$ cat src/rtl/seq_detector_moore_param.sv
// seq_detector_moore_param: runtime-programmable W-bit Moore sequence detector, MSB first.
// Define SEQ_DET_MATCH_CNT_EN to build the saturating match counter; otherwise match_count is 0.
module seq_detector_moore_param #(
    parameter int             W               = 4,
    parameter logic [W-1:0]   DEFAULT_PATTERN = 4'b1011,
    parameter int             SW              = $clog2(W + 1),
    parameter int             CNT_W           = 8
) (
    input  logic             clock,
    input  logic             reset,
    input  logic             sequence_valid,
    input  logic             sequence_in,
    input  logic             overlap_en,
    input  logic             pattern_load,
    input  logic [W-1:0]     pattern_in,
    input  logic             count_clear,
    output logic             detector_out,
    output logic [SW-1:0]    current_state,
    output logic [SW-1:0]    next_state,
    output logic [CNT_W-1:0] match_count
);
    logic [SW-1:0] state_q, state_d, lim, srch;
    logic [W-1:0]  hist_q, hist_d, pat_q, mask;
    // Longest pattern prefix ending at the new bit, capped at lim; later (longer) hits override.
    always_comb begin
        hist_d = {hist_q[W-2:0], sequence_in};
        lim    = (state_q < SW'(W)) ? state_q + 1'b1 : (overlap_en ? SW'(W) : SW'(1));
        srch   = '0;
        mask   = '0;
        for (int k = 1; k <= W; k++) begin
            mask = {W{1'b1}} >> (W - k);
            if (SW'(k) <= lim && ((hist_d ^ (pat_q >> (W - k))) & mask) == '0) srch = SW'(k);
        end
        state_d = sequence_valid ? srch : state_q;
    end
    always_ff @(posedge clock or negedge reset) begin
        if (!reset) begin
            state_q <= '0;
            hist_q  <= '0;
            pat_q   <= DEFAULT_PATTERN;
        end else if (pattern_load) begin
            state_q <= '0;
            hist_q  <= '0;
            pat_q   <= pattern_in;
        end else if (sequence_valid) begin
            state_q <= state_d;
            hist_q  <= hist_d;
        end
    end
    assign current_state = state_q;
    assign next_state    = state_d;
    assign detector_out  = (state_q == SW'(W));
`ifdef SEQ_DET_MATCH_CNT_EN
    logic [CNT_W-1:0] cnt_q, cnt_d;
    always_comb cnt_d = count_clear ? '0 :
                        (sequence_valid && !pattern_load && state_d == SW'(W) && cnt_q != '1) ? cnt_q + 1'b1 : cnt_q;
    always_ff @(posedge clock or negedge reset) begin
        if (!reset) cnt_q <= '0;
        else        cnt_q <= cnt_d;
    end
    assign match_count = cnt_q;
`else
    logic unused_count_clear;
    assign unused_count_clear = count_clear;
    assign match_count        = '0;
`endif
endmodule

$ cat config.mk
export PLATFORM = sky130hd
export DESIGN_NAME = seq_detector_moore_param
export DESIGN_NICKNAME = d
export VERILOG_FILES = /design/src/rtl/seq_detector_moore_param.sv
export SDC_FILE = /design/constraint.sdc
export NUM_CORES = 1
export LEC_CHECK = 0
export CORE_ASPECT_RATIO = 0.9
export CORE_MARGIN = 2
export CORE_UTILIZATION = 47
export CTS_CLUSTER_DIAMETER = 150
export DETAILED_ROUTE_END_ITERATION = 6
export GPL_ROUTABILITY_DRIVEN = 0
export PLACE_DENSITY_LB_ADDON = 0.15
export SYNTH_ARGS = -nofsm -noshare
export SYNTH_HDL_FRONTEND = slang
export SYNTH_SLANG_ARGS = --single-unit
$ cat constraint.sdc
create_clock -name clock -period 3.5 [get_ports clock]
set_input_delay 0.7 -clock clock [delete_from_list [all_inputs] [get_ports clock]]
set_output_delay 0.7 -clock clock [all_outputs]
set_load 0.05 [all_outputs]
After elaboration in Yosys (flattened, before gate mapping)
Index checks and enable logic that the tools add are counted.
- order comparisons: 5
- add/sub/neg operators: 1
- bitwise logic cells: 4
- equality and inequality tests: 1
- reductions and logical operators: 9
- multiplexer cells: 11
- operators by type and width (operator ; number):
    2-to-1 mux 3 bit ; 8
    zero test 4 bit ; 4
    <= comparator 2 x 3 -> 1 bit, first input constant ; 2
    logical AND 1 bit ; 4
    2-to-1 mux 2 bit ; 2
    bitwise XOR 4 bit ; 1
    adder 3 x 1 -> 3 bit, second input constant ; 1
    == test 3 bit, second input constant ; 1
    <= comparator 1 x 3 -> 1 bit, first input constant ; 1
    <= comparator 3 bit, first input constant ; 1
    < comparator 3 bit, second input constant ; 1
    bitwise XOR 3 bit ; 1
    nonzero test 2 bit ; 1
    bitwise XOR 2 bit ; 1
    2-to-1 mux 1 bit ; 1
    bitwise XOR 1 bit ; 1
- logic and storage cells: 34
- input port bits: 11
- bits in registers: 10
- output and inout port bits: 15

Longest topological paths before layout
Gate-level depths: netlist (run 1).
- word-level depth: 11
- mapped depth: 6
- gate-level depth less buffers: 6

Least setup slack after synthesis (run 1)
OpenSTA, ideal clock, no wires.
- kind: reg2out
- start point: register state_q[0], in the netlist current_state[0]
- end point: output port next_state[1]
- path slack: 8 ps
- arrival: 2792 ps
- required time: 2800 ps
- stages on the path, launching flop included: 7
- path buffers: 0
- cells stage by stage: dfrtp_1 > inv_1 > ha_1 > nor3_2 > a2111oi_4 > a211oi_2 > a211oi_1
- cells in the longest elaborated chain, start to end: 8
- elaborated cells on any way between the ends: 13
- those cells by class: add/sub: 1; order compare: 4; mux: 5; reduce/logical: 3
- ends and longest elaborated chain (item ; line ; text):
    start, declared ; 22 ; logic [SW-1:0] state_q, state_d, lim, srch;
    start signal, assigned ; 46 ; state_q <= state_d;
    adder 3 x 1 -> 3 bit / < comparator 3 bit (equally long branches) ; 27 ; lim = (state_q < SW'(W)) ? state_q + 1'b1 : (overlap_en ? SW'(W) : SW'(1));
    2-to-1 mux 3 bit (*) ; 27 ;
    <= comparator 2 x 3 -> 1 bit ; 32 ; if (SW'(k) <= lim && ((hist_d ^ (pat_q >> (W - k))) & mask) == '0) srch = SW'(k);
    logical AND 1 bit ; 32 ;
    2-to-1 mux 2 bit (2 in a row) ; 32 ;
    2-to-1 mux 3 bit (*) ; 32 ;
    2-to-1 mux 3 bit (*) ; 34 ; state_d = sequence_valid ? srch : state_q;
    end, declared ; 19 ; output logic [SW-1:0] next_state,
Every way passes the cells marked *; elsewhere a longest branch is shown, timed or not.

Final worst setup path (run 1)
- start point: input port sequence_in
- end point: output port next_state[1]
- cells in the longest elaborated chain, start to end: 7
- elaborated cells on any way between the ends: 13
- those cells by class: mux: 4; bitwise: 3; reduce/logical: 6
- ends and longest elaborated chain (item ; line ; text):
    start, declared ; 12 ; input logic sequence_in,
    bitwise XOR 2 bit ; 32 ;
    zero test 4 bit ; 32 ;
    logical AND 1 bit ; 32 ;
    2-to-1 mux 2 bit (2 in a row) ; 32 ;
    2-to-1 mux 3 bit (*) ; 32 ;
    2-to-1 mux 3 bit (*) ; 34 ;
Marked as above.

==> run metrics, run 1 <==
status finished, final reports clean; Synth cell types 32; number of enable flip-flop cells after synthesis 0; reported net switching power 126 uW; # nets final 102; per-instance average area after synthesis 10.2 um^2; clock tree buffer depth 2; instance area after placement 882 um^2; Logic pwr share 36.4%; routed wire length per instance 11.8 um; total negative slack for setup checks 0 ns; max-capacitance violation count 0; count of input and output buffers 16; antenna cell count 0; H-tree Lvls 1; number of warnings printed during yosys synthesis 0; number of optimization iterations in the first detailed-route pass 4; remaining antenna violation count 0; Finish-stage setup viols 0; Layout Area Growth over Synthesis 20.8%; half-perimeter wire length after placement 1.04 mm; CP Capture Type primary output; Root Buffer sky130_fd_sc_hd__clkbuf_4; Clock Skew 0.0109 ns; overall die area 0.00194 mm^2; overall die width 46.2 um; GRT Overall Usage 16.2%; Post-synth top flop sky130_fd_sc_hd__dfrtp_1; required time worst endpoint 2.80 ns; leading cell type in the layout, fill and taps excluded sky130_fd_sc_hd__clkdlybuf4s50_1; core region area 0.00148 mm^2; number of buffers added for setup after CTS 0; most frequent cells in the layout 13 x sky130_fd_sc_hd__clkdlybuf4s50_1, 8 x sky130_fd_sc_hd__conb_1, 7 x sky130_fd_sc_hd__dfrtp_1; worst-skew pair later-pin latency 0.26 ns; remaining global-route overflow 0; via count of the first global-routing pass 498; post-CTS clock slew at the launch and capture registers of the worst setup and hold paths 0.06 ns; starting DRC count in detailed routing 1; initial antenna violation count 0; FF+latch count, synth 10; final clock period utilization by the worst path 93.6%; proportion of synthesized flip-flops having asynchronous set or reset 100%; Multi-input gate area 420 um^2; TritonCTS clock tree done; fin area 908 um^2; sequential cell area in the final layout 254 um^2; sequential share of power 39.7%; hold-fix buffer count after cts 0; max-slew violation total from the final report 0; Boundary Pins 26; Final Critical Period 3.28 ns; areal power density over the cells 380 mW/mm^2; Filler cells 133; largest net degree at the start of global routing 12; count of unresolved DRC violations after routing 0; wire length of the first global-routing pass 2.29 mm; proportion of synthesized chip area in sequential cells 33.8%; total wire length after detailed routing 1.30 mm; Tightest Hold Check Type reg2reg; post-synthesis instance area 752 um^2; share of layout cells above drive strength 1 20.5%; Resized cells post-CTS 0; total via count in the routed design 529; startpoint class of the critical path input pin; starting density of the core 50.8%; switching portion of total power 36.6%; largest fanout on the critical path 5; vias per cell 4.81; kind of critical path in2out; count of endpoints failing hold in the final timing report 0; Max VDD drop 0.314 mV; # clock sinks 10; Post-Synthesis Cells 74; achievable clock frequency 305 MHz; RSZ-0062 raised after global routing no; floorplan die height 41.9 um; cell-internal power 219 uW; number of buffers inserted during clock tree synthesis 3; total leakage power 0.000387 uW; arrival time of data at the critical path endpoint 2.58 ns; clock power share 23.9%; number of placement rows 13
-- routing by layer --
metal	routed length, um	up-vias	global-route usage [%]
met5	0	-	0
met4	0	0	4.00
met3	49	0	3.91
met2	591	16	23.9
met1	655	249	23.4
li1	-	264	-
-- flip-flops by register name (all words and copies together) (netlist names) --
name           cells
pat_q              4
hist_q             3
current_state      3
-- per-stage QoR --
stage	cells	total power, uW	utilization, %	setup WS, ns	hold slack (ns)
6_report	110	346	61.4	0.225	0.559
5_1_grt	110	366	61.4	0.0863	0.622
4_1_cts	110	348	61.4	0.214	0.566
3_5_place_dp	106	265	59.6	0.219	0.551
3_3_place_gp	106	263	59.6	0.270	0.526
2_1_floorplan	81	239	-	0.00824	0.404
-- cell families after synthesis --
| logic type | Yosys count | synth area share (%) |
|---|---|---|
| other cells | 1 | 0.499 |
| fa+ha+maj | 2 | 3.33 |
| buf+inv | 17 | 13.8 |
| simple gates | 14 | 9.49 |
| xor+xnor | 10 | 11.6 |
| mux | 8 | 11.5 |
| compound gates | 12 | 16.0 |
| flops | 10 | 33.8 |
-- final cells by class --
| cell class | count | share of cell area, % |
|---|---|---|
| multi-input cells | 54 | 46.3 |
| well taps | 22 | 3.03 |
| flip-flops and latches | 10 | 28.0 |
| repair buffers | 16 | 18.2 |
| inverters | 4 | 1.65 |
| clock buffers | 4 | 2.89 |
-- worst paths after layout --
| kind | startpoint | end | slack [ns] | depth (start not counted) |
|---|---|---|---|---|
| worst min register to register | hist_q[2] | hist_q[2] | 0.56 | 2 |
| worst max register to register | current_state[0] | current_state[1] | 1.73 | 6 |
| worst max-delay path | sequence_in | next_state[1] | 0.22 | 6 |
| min in group asynchronous | reset | current_state[2] | 0.74 | 1 |
| worst min-delay path | hist_q[2] | hist_q[2] | 0.56 | 2 |
| max in group asynchronous | reset | pat_q[3] | 2.41 | 1 |
-- synth_stat cells (3+ instances only) --
cell / n / share of area, %
sky130_fd_sc_hd__buf_4: 8 / 8.0
sky130_fd_sc_hd__dfrtp_1: 7 / 23
sky130_fd_sc_hd__dfstp_2: 3 / 10
sky130_fd_sc_hd__inv_1: 4 / 2.0
sky130_fd_sc_hd__mux2_2: 5 / 7.5
sky130_fd_sc_hd__mux2i_1: 3 / 4.0
sky130_fd_sc_hd__nor2_1: 6 / 3.0
sky130_fd_sc_hd__xnor2_1: 4 / 4.7
sky130_fd_sc_hd__xor2_1: 6 / 7.0
-- critical path: stages --
cell and delay (ns):
sky130_fd_sc_hd__clkdlybuf4s50_1 0.54, sky130_fd_sc_hd__xor2_1 0.24, sky130_fd_sc_hd__a2111oi_4 0.38, sky130_fd_sc_hd__a211oi_2 0.10, sky130_fd_sc_hd__a211oi_1 0.42, sky130_fd_sc_hd__buf_12 0.20
-- power groups by stage --
| stage | combinational [uW] | clock (uW) | sequential, uW |
|---|---|---|---|
| after floorplan | 97.4 | 0 | 142 |
| after global placement | 124 | 0 | 139 |
| after detailed placement | 126 | 0 | 140 |
| after CTS | 126 | 84.2 | 137 |
| after global routing | 135 | 91.6 | 139 |
| final | 126 | 82.4 | 137 |
Power figures use the tool's default switching activity.
==> run 2, diff against run 1 <==
--- a/config.mk
+++ b/config.mk
@@ -12,6 +12,7 @@
 export DETAILED_ROUTE_END_ITERATION = 6
 export GPL_ROUTABILITY_DRIVEN = 0
 export PLACE_DENSITY_LB_ADDON = 0.15
+export SKIP_LAST_GASP = 1
 export SYNTH_ARGS = -nofsm -noshare
 export SYNTH_HDL_FRONTEND = slang
 export SYNTH_SLANG_ARGS = --single-unit
==> results of run 2 <==
Same layout as run 1: the final DEF is identical, and so are final timing and power.
==> run 3, diff against run 2 <==
--- a/config.mk
+++ b/config.mk
@@ -5,6 +5,7 @@
 export SDC_FILE = /design/constraint.sdc
 export NUM_CORES = 1
 export LEC_CHECK = 0
+export ABC_AREA = 1
 export CORE_ASPECT_RATIO = 0.9
 export CORE_MARGIN = 2
 export CORE_UTILIZATION = 47
==> run 3 against run 2 <==
Core utilization rose by 0.51 points; setup slack better by 0.47 ns; clock skew is 0.0083 ns lower; final cell count is 21% higher; combinational power shrank 5%; via count is 23% higher; total power rose by 5.1%; fmax increased by 17%.
==> run metrics, run 3 <==
count of endpoints failing hold in the final timing report 0 (unchanged); areal power density over the cells 401 mW/mm^2 (+5.4%); starting density of the core 50.8% (about the same); count of unresolved DRC violations after routing 0 (unchanged); number of flip-flops under the largest register name 4 (unchanged); post-synthesis instance area 743 um^2 (-1.2%); antenna cell count 0 (unchanged); max-capacitance violation count 0 (unchanged); core region area 0.00146 mm^2 (-1.1%); top post-synthesis cells by area sky130_fd_sc_hd__dfrtp_1 24%, sky130_fd_sc_hd__nand2_1 16%, sky130_fd_sc_hd__dfstp_2 11%; RSZ-0062 raised after global routing no; total wire length after detailed routing 1.41 mm (+8.6%); # clock sinks 10 (unchanged); total negative slack for setup checks 0 ns (unchanged); count of input and output buffers 16 (unchanged); clock tree buffer depth 2 (unchanged); vias per cell 4.90 (+1.9%); number of warnings printed during yosys synthesis 0 (unchanged); per-instance average area after synthesis 7.36 um^2 (-28%); Post-synth top flop sky130_fd_sc_hd__dfrtp_1; proportion of synthesized chip area in sequential cells 34.2% (+0.40 points); library cell with the highest instance count after synthesis sky130_fd_sc_hd__nand2_1; required time worst endpoint 2.80 ns (about the same); routed wire length per instance 10.6 um (-10%); logic depth of the worst register-to-register path 9 (+3); Boundary Pins 26 (unchanged); Root Buffer sky130_fd_sc_hd__clkbuf_4; instance area after placement 870 um^2 (-1.4%); worst-skew pair later-pin latency 0.27 ns (about the same); max-slew violation total from the final report 0 (unchanged); hold-fix buffer count after cts 0 (unchanged); number of optimization iterations in the first detailed-route pass 4 (unchanged); status finished, final reports clean; total leakage power 0.000449 uW (+16%); # nets final 132 (+29%); largest net degree at the start of global routing 12 (unchanged); CP Capture Type primary output; Final Critical Period 2.81 ns (-0.466 ns); wire length of the first global-routing pass 2.42 mm (+5.7%); portion of synthesized cell area occupied by the leading cell type 23.6% (+0.27 points); Resized cells post-CTS 0 (unchanged); remaining global-route overflow 0 (unchanged); H-tree Lvls 1 (unchanged); slew at the pin closest to its max-slew limit 0.501 ns; largest fanout on the critical path 6 (+1); proportion of synthesized flip-flops having asynchronous set or reset 100% (unchanged); number of enable flip-flop cells after synthesis 0 (unchanged); Clock Skew 0.00262 ns (-0.00828 ns); most frequent cells in the layout 32 x sky130_fd_sc_hd__nand2_1, 13 x sky130_fd_sc_hd__clkdlybuf4s50_1, 10 x sky130_fd_sc_hd__inv_1; TritonCTS clock tree done; share of layout cells above drive strength 1 19.5% (-0.96 points); achievable clock frequency 356 MHz (+17%); kind of critical path in2out; initial antenna violation count 0 (unchanged); worst hold margin 0.501 ns (-0.0580 ns); Layout Area Growth over Synthesis 21.9%; Post-Synthesis Cells 101 (+36%); end-of-flow core utilization 61.9% (+0.51 points); number of placement rows 13 (unchanged); floorplan die height 41.7 um (-0.52%); Finish-stage setup viols 0 (unchanged); fin area 906 um^2 (-0.28%); leading cell type in the layout, fill and taps excluded sky130_fd_sc_hd__nand2_1; number of buffers inserted during clock tree synthesis 3 (unchanged); Tightest Hold Check Type reg2reg; overall die area 0.00192 mm^2 (-1.1%); total via count in the routed design 652 (+23%); starting DRC count in detailed routing 9 (+8); area leader, netlist sky130_fd_sc_hd__dfrtp_1; final clock period utilization by the worst path 80.3% (-13 points); half-perimeter wire length after placement 1.10 mm (+6.4%); overall die width 45.9 um (-0.53%); Max VDD drop 0.203 mV (-35%); worst-case headroom to the max-slew limit 66.5%; remaining antenna violation count 0 (unchanged); number of buffers added for setup after CTS 0 (unchanged); FF+latch count, synth 10 (unchanged); via count of the first global-routing pass 575 (+15%); GRT Overall Usage 17.7% (+1.6 points); number of cells traversed by the worst hold path 2 (unchanged); worst setup slack for register-to-register paths 2.03 ns (+0.30 ns); register bank with the most flops pat_q; most instantiated cells after synthesis 32 x sky130_fd_sc_hd__nand2_1, 10 x sky130_fd_sc_hd__inv_1, 9 x sky130_fd_sc_hd__buf_4; Synth cell types 21 (-34%); arrival time of data at the critical path endpoint 2.11 ns (-0.47 ns); Filler cells 135 (+1.5%); post-CTS clock slew at the launch and capture registers of the worst setup and hold paths 0.07 ns (about the same); startpoint class of the critical path input pin
run 3: area by class of cell:
type,count,area [um^2],share of cell area [%]
Timing Repair Buffer,16,153,16.9
Sequential cell,10,254,28.0
Multi-Input combinational cell,75,395,43.6
Tap cell,15,18.8,2.07
Inverter,13,48.8,5.39
Clock buffer,4,36.3,4.01
run 3: logic make-up after synthesis:
kind of cell / synth area share, %
other: 0.505
buffers and inverters: 16.2
flip-flops: 34.2
XOR/XNOR: 5.89
adder cells (fa/ha/maj): 3.37
AND/OR/NAND/NOR: 31.1
AO/OA/AOI/OAI: 8.75
run 3: worst paths after layout:
kind                                       start               end
worst min-delay path                    pat_q[1]          pat_q[1]
max in group asynchronous                  reset          pat_q[3]
worst min register to register          pat_q[1]          pat_q[1]
worst max-delay path                 sequence_in     next_state[2]
worst max register to register  current_state[0]  current_state[0]
min in group asynchronous                  reset         hist_q[2]
run 3: where the power goes:
part | internal, uW | leakage (uW) | switching (uW)
clock network | 63.3 | 0.0000210 | 44.9
logic | 39.3 | 0.000303 | 80.7
registers | 126 | 0.000125 | 9.48
total | 228 | 0.000449 | 135
run 3: metrics by stage:
| step | setup slack, ns | instances | power, uW |
|---|---|---|---|
| 2_1_floorplan | 0.737 | 108 | 231 |
| 3_3_place_gp | 0.703 | 129 | 255 |
| 3_5_place_dp | 0.685 | 129 | 257 |
| 4_1_cts | 0.679 | 133 | 365 |
| 5_1_grt | 0.584 | 133 | 382 |
| 6_report | 0.691 | 133 | 363 |
run 3: metal layers:
metal	up-vias	GRT usage [%]	part of all wire (%)
met5	-	0	0
met4	0	12.0	3.1
met3	5	3.91	4.8
met2	23	25.0	43
met1	293	23.4	49
li1	331	-	-
run 3: worst max-delay path: stages:
cell and delay [ns]:
sky130_fd_sc_hd__clkdlybuf4s50_1 0.62, sky130_fd_sc_hd__nand2_1 0.08, sky130_fd_sc_hd__nand2_1 0.09, sky130_fd_sc_hd__nand3_2 0.08, sky130_fd_sc_hd__nor2_2 0.13, sky130_fd_sc_hd__nor2_4 0.06, sky130_fd_sc_hd__a21oi_1 0.13, sky130_fd_sc_hd__buf_4 0.22
